==> src/rtl/key_debouncer.sv <==
// -----------------------------------------------------------------------------
// key_debouncer
//
// Conditions the raw push-button inputs of the piano before they reach the key
// encoder. Each key is synchronised, then debounced against a stability window
// of STABLE_TICKS consecutive debounce ticks (one tick every TICK_DIV cycles).
// A clean key vector, one-cycle press/release pulses, a "current key" index
// with a valid flag, and an any-key-held flag are produced.
//
// Parameters:
//   NUM_KEYS     number of key inputs
//   IDX_W        width of cur_key; 2**IDX_W must cover NUM_KEYS
//   TICK_DIV     clock cycles per debounce tick (>= 2)
//   STABLE_TICKS ticks a new level must persist before acceptance (>= 1)
//
// Ports:
//   clk_in        block clock (5 MHz domain)
//   reset         synchronous active-high reset
//   keys_raw      asynchronous raw key levels, 1 = pressed
//   keys_clean    debounced key levels
//   press_pulse   one-cycle pulse, cycle after a clean 0->1 transition
//   release_pulse one-cycle pulse, cycle after a clean 1->0 transition
//   cur_key       index of the current key
//   key_valid     cur_key refers to a held key
//   any_pressed   registered OR of keys_clean
// -----------------------------------------------------------------------------
module key_debouncer #(
  parameter int NUM_KEYS     = 10,
  parameter int IDX_W        = 4,
  parameter int TICK_DIV     = 5000,
  parameter int STABLE_TICKS = 8
) (
  input  logic                clk_in,
  input  logic                reset,
  input  logic [NUM_KEYS-1:0] keys_raw,
  output logic [NUM_KEYS-1:0] keys_clean,
  output logic [NUM_KEYS-1:0] press_pulse,
  output logic [NUM_KEYS-1:0] release_pulse,
  output logic [IDX_W-1:0]    cur_key,
  output logic                key_valid,
  output logic                any_pressed
);

  // Tick counter spans 0..TICK_DIV-1.
  localparam int TICK_W = (TICK_DIV > 1) ? $clog2(TICK_DIV) : 1;
  // One spare bit so the count can reach STABLE_TICKS-1 without ever wrapping.
  localparam int CNT_W  = $clog2(STABLE_TICKS) + 1;

  localparam logic [TICK_W-1:0] TICK_LAST = TICK_W'(TICK_DIV - 1);
  localparam logic [CNT_W-1:0]  CNT_LAST  = CNT_W'(STABLE_TICKS - 1);

  // ---------------------------------------------------------------------------
  // Helper functions
  // ---------------------------------------------------------------------------

  // Lowest set index of a key vector; 0 when the vector is empty.
  function automatic logic [IDX_W-1:0] lowest_idx(input logic [NUM_KEYS-1:0] v);
    logic [IDX_W-1:0] idx;
    idx = '0;
    for (int i = NUM_KEYS - 1; i >= 0; i--) begin
      idx = v[i] ? IDX_W'(i) : idx;
    end
    return idx;
  endfunction

  // True when bit 'idx' of the vector is set. Written as a scan so an index
  // beyond NUM_KEYS simply yields 0 instead of an out-of-range select.
  function automatic logic key_hit(input logic [NUM_KEYS-1:0] v,
                                   input logic [IDX_W-1:0]    idx);
    logic hit;
    hit = 1'b0;
    for (int i = 0; i < NUM_KEYS; i++) begin
      hit = hit | (v[i] & (IDX_W'(i) == idx));
    end
    return hit;
  endfunction

  // ---------------------------------------------------------------------------
  // Signals
  // ---------------------------------------------------------------------------
  logic [NUM_KEYS-1:0] sync1_r;
  logic [NUM_KEYS-1:0] ksync_r;

  logic [TICK_W-1:0]   tick_cnt_r;
  logic                tick_s;

  logic [CNT_W-1:0]    cnt_r     [NUM_KEYS];
  logic [CNT_W-1:0]    cnt_nxt_s [NUM_KEYS];
  logic [NUM_KEYS-1:0] clean_r;
  logic [NUM_KEYS-1:0] clean_nxt_s;
  logic [NUM_KEYS-1:0] clean_prev_r;

  logic [NUM_KEYS-1:0] press_ev_s;
  logic [NUM_KEYS-1:0] rel_ev_s;
  logic [NUM_KEYS-1:0] press_r;
  logic [NUM_KEYS-1:0] release_r;
  logic                any_r;

  logic [IDX_W-1:0]    cur_r;
  logic [IDX_W-1:0]    cur_nxt_s;
  logic                valid_r;
  logic                valid_nxt_s;

  // ---------------------------------------------------------------------------
  // Two-flop synchroniser; only the second stage feeds the debounce logic.
  // ---------------------------------------------------------------------------

  // Synchroniser flops for the asynchronous key inputs.
  always_ff @(posedge clk_in) begin
    if (reset) begin
      sync1_r <= '0;
      ksync_r <= '0;
    end else begin
      sync1_r <= keys_raw;
      ksync_r <= sync1_r;
    end
  end

  // ---------------------------------------------------------------------------
  // Debounce tick generator
  // ---------------------------------------------------------------------------
  assign tick_s = (tick_cnt_r == TICK_LAST);

  // Free-running tick divider, wraps to 0 on the tick cycle.
  always_ff @(posedge clk_in) begin
    if (reset) begin
      tick_cnt_r <= '0;
    end else if (tick_s) begin
      tick_cnt_r <= '0;
    end else begin
      tick_cnt_r <= tick_cnt_r + TICK_W'(1'b1);
    end
  end

  // ---------------------------------------------------------------------------
  // Per-key stability window
  //
  // Agreement between ksync and the clean level clears the window immediately,
  // so any bounce back restarts it. Disagreement only advances on tick cycles;
  // the STABLE_TICKS-th consecutive tick accepts the new level.
  // ---------------------------------------------------------------------------

  // Next-state logic for the stability counters and the clean levels.
  always_comb begin
    clean_nxt_s = clean_r;
    for (int i = 0; i < NUM_KEYS; i++) begin
      cnt_nxt_s[i] = cnt_r[i];
      if (ksync_r[i] == clean_r[i]) begin
        cnt_nxt_s[i] = '0;
      end else if (tick_s) begin
        if (cnt_r[i] == CNT_LAST) begin
          clean_nxt_s[i] = ksync_r[i];
          cnt_nxt_s[i]   = '0;
        end else begin
          cnt_nxt_s[i] = cnt_r[i] + CNT_W'(1'b1);
        end
      end else begin
        cnt_nxt_s[i] = cnt_r[i];
      end
    end
  end

  // Stability counters and clean key levels.
  always_ff @(posedge clk_in) begin
    if (reset) begin
      for (int i = 0; i < NUM_KEYS; i++) begin
        cnt_r[i] <= '0;
      end
      clean_r <= '0;
    end else begin
      cnt_r   <= cnt_nxt_s;
      clean_r <= clean_nxt_s;
    end
  end

  // ---------------------------------------------------------------------------
  // Edge events
  //
  // Edges are detected against the previous clean vector, so the registered
  // pulses land one cycle after keys_clean changes, together with the
  // cur_key / key_valid / any_pressed updates.
  // ---------------------------------------------------------------------------
  assign press_ev_s = clean_r & ~clean_prev_r;
  assign rel_ev_s   = ~clean_r & clean_prev_r;

  // Previous clean vector, event pulses and any-key flag.
  always_ff @(posedge clk_in) begin
    if (reset) begin
      clean_prev_r <= '0;
      press_r      <= '0;
      release_r    <= '0;
      any_r        <= 1'b0;
    end else begin
      clean_prev_r <= clean_r;
      press_r      <= press_ev_s;
      release_r    <= rel_ev_s;
      any_r        <= |clean_r;
    end
  end

  // ---------------------------------------------------------------------------
  // Current-key tracking
  //
  // A press always takes priority, even when cur_key releases in the same
  // cycle. Releasing the current key falls back to the lowest key still held.
  // ---------------------------------------------------------------------------

  // Next current-key index and valid flag.
  always_comb begin
    cur_nxt_s   = cur_r;
    valid_nxt_s = valid_r;
    if (|press_ev_s) begin
      cur_nxt_s   = lowest_idx(press_ev_s);
      valid_nxt_s = 1'b1;
    end else if (key_hit(rel_ev_s, cur_r)) begin
      if (|clean_r) begin
        cur_nxt_s   = lowest_idx(clean_r);
        valid_nxt_s = 1'b1;
      end else begin
        cur_nxt_s   = '0;
        valid_nxt_s = 1'b0;
      end
    end else begin
      cur_nxt_s   = cur_r;
      valid_nxt_s = valid_r;
    end
  end

  // Current-key registers.
  always_ff @(posedge clk_in) begin
    if (reset) begin
      cur_r   <= '0;
      valid_r <= 1'b0;
    end else begin
      cur_r   <= cur_nxt_s;
      valid_r <= valid_nxt_s;
    end
  end

  // ---------------------------------------------------------------------------
  // Outputs (all registered)
  // ---------------------------------------------------------------------------
  assign keys_clean    = clean_r;
  assign press_pulse   = press_r;
  assign release_pulse = release_r;
  assign cur_key       = cur_r;
  assign key_valid     = valid_r;
  assign any_pressed   = any_r;

endmodule

==> config.mk <==
export PLATFORM = sky130hd
export DESIGN_NAME = key_debouncer
export DESIGN_NICKNAME = d
export VERILOG_FILES = /design/src/rtl/key_debouncer.sv
export SDC_FILE = /design/constraint.sdc
export NUM_CORES = 1
export LEC_CHECK = 0
export BUFFER_PORTS_ARGS = -buffer_cell sky130_fd_sc_hd__buf_2
export CAP_MARGIN = 10
export CELL_PAD_IN_SITES_DETAIL_PLACEMENT = 1
export CELL_PAD_IN_SITES_GLOBAL_PLACEMENT = 2
export CORE_UTILIZATION = 37
export DETAILED_ROUTE_END_ITERATION = 7
export PLACE_DENSITY = 0.75
export SLEW_MARGIN = 20
export SYNTH_ARGS = -nofsm -noshare
export SYNTH_HDL_FRONTEND = slang
export SYNTH_SLANG_ARGS = --single-unit
==> constraint.sdc <==
create_clock -name clk_in -period 2.55 [get_ports clk_in]
set_input_delay 0.1275 -clock clk_in [delete_from_list [all_inputs] [get_ports clk_in]]
set_output_delay 0.1275 -clock clk_in [all_outputs]
set_load 0.02 [all_outputs]
* Yosys cells after proc, flatten, opt, wreduce, memory -nomap -nowiden *
Cells that the tools add are included.

word-level totals
  register bits = 119
  latch bits = 0
  memory bits (writable) = 0
  bits in read-only memories = 0
  input bits = 12
  output and inout port bits = 36
  word-level logic and storage cells = 164
  memories kept = 0

cells by class
  add/subtract/negate cells = 11
  $mul = 0
  divide/modulo/power cells = 0
  order comparisons = 0
  equality and inequality tests = 30
  shift-type cells = 0
  multiplexer cells = 36
  bitwise operators = 33
  reduce and logical (&&, ||, !) cells = 25

operator list
  kind                                            count
  2-to-1 mux 4 bit                                33
  adder 4 x 1 -> 4 bit (second input constant)    10
  == test 4 x 3 -> 1 bit (second input constant)  10
  AND reduction 3 bit                             10
  OR reduction 2 bit                              11
  AND 10 bit                                      2
  NOT 10 bit                                      2
  OR reduction 10 bit                             2
  == test 3 x 4 -> 1 bit (first input constant)   4
  adder 13 x 1 -> 13 bit (second input constant)  1
  == test 13 bit (second input constant)          1
  AND 1 bit                                       10
  == test 1 bit                                   10
  NOT 1 bit                                       10
  bitwise OR 1 bit                                9
  == test 2 x 4 -> 1 bit (first input constant)   2
  == test 4 bit (first input constant)            2
  == test 1 x 4 -> 1 bit (first input constant)   1
  zero test 4 bit                                 1
  2-to-1 mux 1 bit                                3
  nonzero test 2 bit                              1

* Logic depth before layout (Yosys ltp) *
Gate-level depths: netlist of the first run.

  word-level depth = 14
  gate-level depth with buffers = 8
  mapped depth without buffers = 6

* Worst setup path before layout of the first run *
Ideal clock, no wire load.

  path type = register to register
  from = reg cur_r[0] (netlist: cur_key[0])
  to = reg cur_r[3] (netlist: cur_key[3])
  setup time = 0.091 ns
  arrival time = 2.062 ns
  required time = 2.459 ns
  setup slack = 0.398 ns
  cell stages (with the launch flop) = 7
  buffers on the path = 1
  period minus slack after synthesis = 2.152 ns
  cell sequence = dfxtp_1 buf_6 or4b_1 a41oi_2 o32ai_2 or4_1 a311oi_1

on the way
  word-level cells in the longest chain between the ends = 12
  elaborated cells on any way between the ends = 30
  classes of those cells = eq/ne: 9; bitwise: 19; reduce/logical: 2

ends and longest elaborated chain
  what                                                       line  source
  start: declaration                                         99    logic [IDX_W-1:0] cur_r;
  start signal: assignment                                   235   cur_r <= cur_nxt_s;
  == test 1 x 4 -> 1 bit or zero test 4 bit (tied branches)  73    hit = hit | (v[i] & (IDX_W'(i) == idx));
  AND 1 bit                                                  73
  bitwise OR 1 bit (8 in a row)                              73
  bitwise OR 1 bit (*)                                       73
  nonzero test 2 bit (no line) (*)                           -

Every way passes the cells marked *; elsewhere a longest branch is shown, timed or not.
A chain may end at the register's enable or synchronous reset.

* Final worst setup path of the first run *
  from = reg tick_cnt_r[3]
  to = reg clean_r[2] (netlist: keys_clean[2])

on the way
  word-level cells in the longest chain between the ends = 2

ends and longest elaborated chain
  what                           line  source
  start: declaration             84    logic [TICK_W-1:0] tick_cnt_r;
  start signal: assignment       131   tick_cnt_r <= tick_cnt_r + TICK_W'(1'b1);
  == test 13 bit                 122   assign tick_s = (tick_cnt_r == TICK_LAST);
  AND reduction 3 bit (no line)  -
  end signal: assignment         172   clean_r <= clean_nxt_s;
  end: declaration               89    logic [NUM_KEYS-1:0] clean_r;

Every way passes these cells.

==> results.toml, run 1 <==
[logic_synthesis]
yosysTopAreaCellShare_pct = 49.5
netlist_area_sq_mm = 0.00482
async_flop_share_pct = 0
yosys_warnings = 0
synth_fp_nets = 512
synth_seq_cells = 119
ys.flop_type = "dfxtp_1"
synth_cell_types = 49
synth_edf_count = 0
synth_area_per_cell_sq_um = 9.85
yosysSeqAreaShare_pct = 49.5
synth_area_leaders = "dfxtp_1 (49%), xor2_1 (6.0%), nor2_1 (5.5%)"
syn_inst = 489
yosys.area.top_type = "dfxtp_1"

[detailed_routing]
routedWlPerCell_um = 15.6
drt_wl_total_um = 11500
detail-route-antenna-nets = 0
via_per_inst = 4.87
vias = 3590
first_pass_iters = 4
drc = 0
drt_iter0_drc = 175

[die]
core-area_sq_mm = 0.0127
placementRows = 41
dieArea_sq_mm = 0.0135
die_w_um = 116
ioPinCount = 48
initial_core_util_pct = 38.0
die-height_um = 116

[clocking]
cts_hold_buf = 10
numCtsBuffers = 17
cts_tree = "yes"
cts_resized = 0
clock-root-buffer = "clkbuf_16"
cts_setup_buffers = 0
cts-htree-levels = 4
path_clk_slew_ns = 0.05
clkSinkCount = 119
clk_path_buf_depth = 2
clkLatencyLatePin_ns = 0.42

[timing]
min_period_ns = 2.29
fin_crit_sh_pct = 89.9
max_freq_ghz = 0.436
rsz0062_at_grt = "no"
setup_viol = 0
fin_skew_ns = 0.00625
hold_viol = 0
tns_ns = 0
whs_ns = 0.0413
drv_slew = 0
tightest_slew_ns = 0.743
timing.slew.headroom_pct = 50.0

[cells_and_area]
n_antenna_cell = 0
final_common_cell = "dfxtp_1"
area_delta_synth_final_pct = 24.0
final_cell_mix = "dfxtp_1 (119), nor2_1 (70), buf_2 (47)"
drive_above_1_share_pct = 17.7
final_nets = 575

[power]
powerDensity_mw_per_mm2 = 755
irDropWorstVdd_uv = 532
p_clk_share_pct = 55.2
power_leakage_nw = 2.43
power.switching_mw = 0.914
power.internal_mw = 3.59
combPwrFrac_pct = 2.6
swShare_pct = 20.3
seqPwrFrac_pct = 42.2

[job]
cap_violations = 0

[worst_setup_path]
path_max_fanout = 51
critical_path.startpoint = "tick_cnt_r[3]$_SDFF_PP0_"
rr_startpoint = "tick_cnt_r[3]$_SDFF_PP0_"
setup.worst_path.end_class = "flop"
worstPathRequired_ns = 2.85
worstPathArrival_ns = 2.59
cp-start-kind = "flop"
worstSetupPathType = "reg -> reg"

[worst_hold_path]
min-delay-start = "reset"
min_path_type = "in -> reg"

[global_routing]
grtUsageTotal_pct = 19.0
grt_pass1_wl_um = 19000
grt_pass1_vias = 3788
grt_use_met3_pct = 5.75
grt-busiest-layer = "met2"
gr-total-overflow = 0
antenna_found_initial = 0
use_met2_pct = 31.5
grt_max_degree = 65
gr-usage-met1_pct = 22.6

[placed_design]
dpl.hpwl_um = 7780
port_buffers = 47
place_congestion = 0.780

[status]
status = "completed"
metal layers:
metal / up-vias / wire [um]
met5: - / 0
met4: 0 / 204
met3: 21 / 343
met2: 44 / 5600
met1: 1752 / 5330
li1: 1773 / -
cells in the mapped netlist (2+ instances only):
cell type  count
nand3_1        4
nand2_1       19
nand4_1       13
dfxtp_1      119
or3b_2         3
buf_4          3
or3_1          4
clkbuf_1      13
mux2i_1       22
buf_2          6
and4b_1        3
nor2_1        70
nand2b_1      27
nor2b_1       42
nor3b_1        9
nor4_1         2
nor3_1         7
nand3b_1       2
a211oi_1       3
o21ai_0        5
nand4b_1       9
xor2_1        33
xnor2_1       15
ha_1          11
or4bb_1        2
buf_6          2
or4b_1         3
a21oi_1        9
or4_1          3
inv_1          7
stage by stage:
step	cells	cell area (sq um)	power (mW)	setup WS, ns	utilization [%]
floorplan	489	4820	2.02	0.398	-
global placement	695	5250	2.05	0.328	41.5
detailed placement	695	5250	2.05	0.255	41.5
CTS	737	5970	4.55	0.230	47.1
global route	737	5970	4.67	0.0981	47.1
finish	737	5970	4.51	0.258	47.1
sequential cells by signal, indices dropped and copies added, names as in the netlist:
| name | cells |
|---|---|
| keys_clean | 10 |
| key_valid | 1 |
| ksync_r | 10 |
| clean_prev_r | 10 |
| sync1_r | 10 |
| any_pressed | 1 |
| cnt_r | 40 |
| press_pulse | 10 |
| tick_cnt_r | 13 |
| release_pulse | 10 |
| cur_key | 4 |
power groups by stage:
stage,sequential (mW),clock (mW),combinational (mW)
2_1_floorplan,1.94,0,0.0757
3_3_place_gp,1.94,0,0.103
3_5_place_dp,1.94,0,0.106
4_1_cts,1.90,2.53,0.119
5_1_grt,1.91,2.63,0.130
6_report,1.90,2.49,0.116
worst max-delay path: stages, from the launching register on:
cell and delay [ns]:
dfxtp_1 0.35, or4b_2 0.71, nor4_4 0.21, buf_12 0.30
and4b_1 0.31, mux2i_1 0.20, nor2_1 0.06
layout make-up:
class,count,area (sq um)
multi-input combinational,338,2280
tap,172,215
inverter,7,26.3
fill,1440,6700
clock buffer,23,498
timing repair buffer,69,450
clock inverter,9,120
sequential,119,2380
kinds of logic after synthesis:
| kind of cell | Yosys count | share of synthesized area, % |
|---|---|---|
| AO/OA/AOI/OAI | 29 | 4.37 |
| multiplexers | 22 | 4.57 |
| flip-flops | 119 | 49.5 |
| buffers and inverters | 32 | 3.20 |
| adder cells (fa/ha/maj) | 11 | 2.86 |
| XOR/XNOR | 48 | 8.73 |
| AND/OR/NAND/NOR | 228 | 26.8 |
worst paths after layout:
check / to / slack (ns) / depth (start not counted)
worst max register to register: keys_clean[2]$_SDFFE_PP0P_ / 0.26 / 6
worst min register to register: ksync_r[9]$_SDFF_PP0_ / 0.43 / 1
worst max-delay path: keys_clean[2]$_SDFFE_PP0P_ / 0.26 / 6
worst min-delay path: keys_clean[7]$_SDFFE_PP0P_ / 0.04 / 2
(Power assumes the default switching activity.)
==> run 2, diff against run 1 <==
--- a/config.mk
+++ b/config.mk
@@ -12,6 +12,7 @@
 export CORE_UTILIZATION = 37
 export DETAILED_ROUTE_END_ITERATION = 7
 export PLACE_DENSITY = 0.75
+export RECOVER_POWER = 25
 export SLEW_MARGIN = 20
 export SYNTH_ARGS = -nofsm -noshare
 export SYNTH_HDL_FRONTEND = slang
==> run 2 against run 1 <==
  * Core utilization decreased by 0.17 points
  * Total power decreased by 0.15%
  * First-iteration DRC count decreased by 1.1%
  * Worst hold slack improved by 0.0016 ns
==> results.toml, run 2 (same netlist as run 1, synthesis figures left out) <==
[detailed_routing]
drt_wl_total_um = 11500
routedWlPerCell_um = 15.6
first_pass_iters = 4
detail-route-antenna-nets = 0
drc = 0
drt_iter0_drc = 173
vias = 3599
via_per_inst = 4.88

[global_routing]
grt_pass1_vias = 3788
gr-total-overflow = 0
grt_max_degree = 65
grt_pass1_wl_um = 19000
grtUsageTotal_pct = 19.0
antenna_found_initial = 0

[placed_design]
place_congestion = 0.780
dp_slack_ns = 0.255
dpl.hpwl_um = 7780
dp.cells = 695
place_area_sq_mm = 0.00525
port_buffers = 47

[worst_hold_path]
worstHoldEndpoint = "keys_clean[7]$_SDFFE_PP0P_"
min-delay-start = "reset"
min_path_type = "in -> reg"
hold_path_depth = 2

[die]
ioPinCount = 48
initial_core_util_pct = 38.0
die_w_um = 116
core-area_sq_mm = 0.0127
die-height_um = 116
placementRows = 41
dieArea_sq_mm = 0.0135

[worst_setup_path]
worstPathRequired_ns = 2.84
worstReg2RegEnd = "keys_clean[2]$_SDFFE_PP0P_"
rr_startpoint = "tick_cnt_r[3]$_SDFF_PP0_"
path_max_fanout = 51
reg2reg_slack_ns = 0.26
worstPathArrival_ns = 2.59
cp-start-kind = "flop"
reg2reg_depth = 6
setup.worst_path.end_class = "flop"
worstSetupPathType = "reg -> reg"

[timing]
min_period_ns = 2.29
tightest_slew_ns = 0.742
layout_setup_ws_ns = 0.258
setup_viol = 0
max_freq_ghz = 0.436
fin_skew_ns = 0.00684
drv_slew = 0
timing.slew.headroom_pct = 50.1
whs_ns = 0.0429
rsz0062_at_grt = "no"
hold_viol = 0
tns_ns = 0
fin_crit_sh_pct = 89.9

[power]
irDropWorstVdd_uv = 532
p_clk_share_pct = 55.1
power.internal_mw = 3.59
power.switching_mw = 0.907
totalPowerFinal_mw = 4.50
seqPwrFrac_pct = 42.3
combPwrFrac_pct = 2.6
powerDensity_mw_per_mm2 = 756
swShare_pct = 20.2
power_leakage_nw = 2.41

[cells_and_area]
area_delta_synth_final_pct = 23.6
multi_input_area_sq_mm = 0.00228
final_nets = 575
largest_reg_flops = 40
seq_area_sq_mm = 0.00238
largest_register = "cnt_r"
n_antenna_cell = 0
fin_util_pct = 47.0
top_regs = "cnt_r x40, tick_cnt_r x13"
design_area_sq_mm = 0.00595
drive_above_1_share_pct = 16.5
instances_no_fill = 737
final_cell_mix = "dfxtp_1 (119), nor2_1 (70), buf_2 (45)"
final_common_cell = "dfxtp_1"
nFillCells = 1443

[clocking]
cts-htree-levels = 4
clkSinkCount = 119
cts_tree = "yes"
cts_resized = 0
clkLatencyLatePin_ns = 0.42
clock-root-buffer = "clkbuf_16"
clk_path_buf_depth = 2
numCtsBuffers = 17
path_clk_slew_ns = 0.05

[status]
status = "completed"

[job]
cap_violations = 0
-- run 2: cell count changes in the layout (fill, tap and decap cells not counted) --
cell	before	now
buf_1	0	1
buf_4	10	5
buf_2	47	45
clkbuf_1	1	7
-- run 2: layout make-up --
type / instances / area share (%)
inverter: 7 / 0.442
clock inverter: 9 / 2.02
multi-input combinational: 338 / 38.3
sequential: 119 / 40.0
clock buffer: 23 / 8.37
tap: 172 / 3.62
timing repair buffer: 69 / 7.21
-- run 2: power by group through the flow --
stage | registers (mW) | clock network [mW] | logic, mW
floorplan | 1.94 | 0 | 0.0757
global placement | 1.94 | 0 | 0.103
detailed placement | 1.94 | 0 | 0.106
CTS | 1.90 | 2.53 | 0.119
global route | 1.91 | 2.63 | 0.130
finish | 1.90 | 2.48 | 0.116
-- run 2: routing by layer --
layer	GRT usage [%]	vias up	routed length, um
met5	0	-	0
met4	8.63	0	201
met3	5.75	20	334
met2	31.5	43	5610
met1	22.6	1762	5310
li1	-	1774	-
-- run 2: worst max path at each step --
stage	from	to	slack [ns]	cells after the start
2_1_floorplan	cur_key[0]$_SDFFE_PP0P_	cur_key[3]$_SDFFE_PP0P_	0.40	6
3_3_place_gp	tick_cnt_r[3]$_SDFF_PP0_	cnt_r[39]$_SDFFE_PP0N_	0.33	6
3_5_place_dp	tick_cnt_r[3]$_SDFF_PP0_	keys_clean[2]$_SDFFE_PP0P_	0.25	6
4_1_cts	tick_cnt_r[3]$_SDFF_PP0_	keys_clean[2]$_SDFFE_PP0P_	0.23	6
5_1_grt	keys_clean[5]$_SDFFE_PP0P_	cur_key[0]$_SDFFE_PP0P_	0.1	6
6_report	tick_cnt_r[3]$_SDFF_PP0_	keys_clean[2]$_SDFFE_PP0P_	0.26	6
-- run 2: critical path, cell delays in order (launching register included) --
cell and delay [ns]:
dfxtp_1 0.35, or4b_2 0.71, nor4_4 0.21, buf_12 0.30, and4b_1 0.31, mux2i_1 0.20, nor2_1 0.06
-- run 2: what timing repair did --
item | CTS | global route
endpoints found under the hold margin | 10 | 0
hold buffers | 10 | 0
endpoints found under the setup margin | 0 | 0
setup buffers | 0 | 0
==> run 3, diff against run 2 <==
--- a/config.mk
+++ b/config.mk
@@ -11,6 +11,7 @@
 export CELL_PAD_IN_SITES_GLOBAL_PLACEMENT = 2
 export CORE_UTILIZATION = 37
 export DETAILED_ROUTE_END_ITERATION = 7
+export HOLD_SLACK_MARGIN = 0.08
 export PLACE_DENSITY = 0.75
 export RECOVER_POWER = 25
 export SLEW_MARGIN = 20
==> run 3 against run 2 <==
  * Core utilization is 0.059 points higher
  * Critical path type unchanged
  * Clock skew hardly changed
  * Clock power hardly changed
==> results.toml, run 3 (same netlist as run 1, synthesis figures left out) <==
[status]
status = "completed"

[worst_setup_path]
setup.worst_path.end_class = "flop"
rr_startpoint = "tick_cnt_r[3]$_SDFF_PP0_"
cp_slowest_cell = "or4b_2"
worstSetupPathType = "reg -> reg"
critical-path-top-delay-family = "simple AND/OR/NAND/NOR gates"
worstPathArrival_ns = 2.59
reg2reg_depth = 6
crit_path_max_incr_delay_ns = 0.71
worstPathRequired_ns = 2.80
reg2reg_slack_ns = 0.21
path_max_fanout = 51
cp-start-kind = "flop"
worstReg2RegEnd = "keys_clean[2]$_SDFFE_PP0P_"
cp_cell_sequence = "or4b_2 > nor4_4 > buf_12 > and4b_1 > mux2i_1 > nor2_1"
path_buf_inv = 1

[die]
core-area_sq_mm = 0.0127
ioPinCount = 48
die_w_um = 116
initial_core_util_pct = 38.0
dieArea_sq_mm = 0.0135
die-height_um = 116
placementRows = 41

[detailed_routing]
vias = 3599
first_pass_iters = 4
drt_iter0_drc = 169
drc = 0
detail-route-antenna-nets = 0
via_per_inst = 4.87
drt_wl_total_um = 11500
routedWlPerCell_um = 15.5

[clocking]
clock-root-buffer = "clkbuf_16"
cts_tree = "yes"
numCtsBuffers = 17
clk_path_buf_depth = 2
clkSinkCount = 119
cts_resized = 0
clkLatencyLatePin_ns = 0.42
cts-htree-levels = 4
path_clk_slew_ns = 0.05

[timing]
tightest_slew_ns = 1.28
hold_viol = 0
rsz0062_at_grt = "no"
fin_skew_ns = 0.00649
drv_slew = 0
fin_crit_sh_pct = 91.7
min_period_ns = 2.34
timing.slew.headroom_pct = 14.7
tns_ns = 0
layout_setup_ws_ns = 0.212
max_freq_ghz = 0.428
whs_ns = 0.433
setup_viol = 0

[job]
cap_violations = 0

[worst_hold_path]
worstHoldEndpoint = "ksync_r[9]$_SDFF_PP0_"
min-delay-start = "sync1_r[9]$_SDFF_PP0_"
hold_path_depth = 1
min_path_type = "reg -> reg"

[cells_and_area]
multi_input_area_sq_mm = 0.00228
largest_register = "cnt_r"
nFillCells = 1443
top_regs = "cnt_r x40, tick_cnt_r x13"
fin_util_pct = 47.0
final_cell_mix = "dfxtp_1 (119), nor2_1 (70), nor2b_1 (42)"
n_antenna_cell = 0
largest_reg_flops = 40
final_nets = 577
seq_area_sq_mm = 0.00238
final_common_cell = "dfxtp_1"
drive_above_1_share_pct = 15.0
area_delta_synth_final_pct = 23.7

[global_routing]
antenna_found_initial = 0
grt_max_degree = 65
grtUsageTotal_pct = 19.0
grt_pass1_vias = 3791
gr-total-overflow = 0
grt_pass1_wl_um = 19000

[power]
irDropWorstVdd_uv = 532
power_leakage_nw = 2.37
powerDensity_mw_per_mm2 = 756

[placed_design]
place_congestion = 0.780
dp_slack_ns = 0.255
port_buffers = 47
dpl.hpwl_um = 7780
run 3: changes by cell type in the layout (fill, tap and decap cells not counted), sizes merged:
cell / delta
buf: -10
clkbuf: +10
dlygate4sd3: +2
run 3: power by group:
part | switching (mW) | internal, mW | total (mW) | leakage (nW)
clock | 0.832 | 1.65 | 2.49 | 0.312
combinational | 0.0607 | 0.0543 | 0.115 | 1.10
sequential | 0.0196 | 1.88 | 1.90 | 0.963
run 3: worst max path at each step:
stage	startpoint	to	slack [ns]	depth (start not counted)
finish	tick_cnt_r[3]$_SDFF_PP0_	keys_clean[2]$_SDFFE_PP0P_	0.21	6
global route	tick_cnt_r[3]$_SDFF_PP0_	keys_clean[2]$_SDFFE_PP0P_	0.06	6
CTS	tick_cnt_r[3]$_SDFF_PP0_	keys_clean[2]$_SDFFE_PP0P_	0.23	6
detailed placement	tick_cnt_r[3]$_SDFF_PP0_	keys_clean[2]$_SDFFE_PP0P_	0.25	6
global placement	tick_cnt_r[3]$_SDFF_PP0_	cnt_r[39]$_SDFFE_PP0N_	0.33	6
floorplan	cur_key[0]$_SDFFE_PP0P_	cur_key[3]$_SDFFE_PP0P_	0.40	6
run 3: layer usage:
metal | global-route usage (%) | vias up | share of wire (%)
met4 | 8.63 | 0 | 1.8
met1 | 22.6 | 1757 | 46
met5 | 0 | - | 0
met3 | 5.75 | 21 | 3.0
li1 | - | 1777 | -
met2 | 31.5 | 44 | 49
run 3: timing repair:
| action | 4_1_cts | 5_1_grt |
|---|---|---|
| buffers inserted | 0 | 0 |
| hold buffers | 12 | 0 |
| hold endpoints to repair | 14 | 0 |
run 3: worst reg2reg max path, delay by kind of cell, from the launching register on:
| family | cells | cell delay [ns] |
|---|---|---|
| simple gates | 4 | 1.32 |
| mux | 1 | 0.20 |
| flops | 1 | 0.35 |
| buf+inv | 1 | 0.30 |
run 3: final cells by class:
| type | instances | share of cell area [%] |
|---|---|---|
| repair buffers | 71 | 7.33 |
| multi-input cells | 338 | 38.3 |
| inverters | 7 | 0.441 |
| clock buffers | 23 | 8.36 |
| flip-flops and latches | 119 | 40.0 |
| well taps | 172 | 3.61 |
| clock inverters | 9 | 2.02 |
run 3: stage by stage:
| step | area (sq um) | cells | power (mW) |
|---|---|---|---|
| after floorplan | 4820 | 489 | 2.02 |
| after global placement | 5250 | 695 | 2.05 |
| after detailed placement | 5250 | 695 | 2.05 |
| after CTS | 5990 | 739 | 4.56 |
| after global routing | 5960 | 739 | 4.67 |
| final | 5960 | 739 | 4.51 |
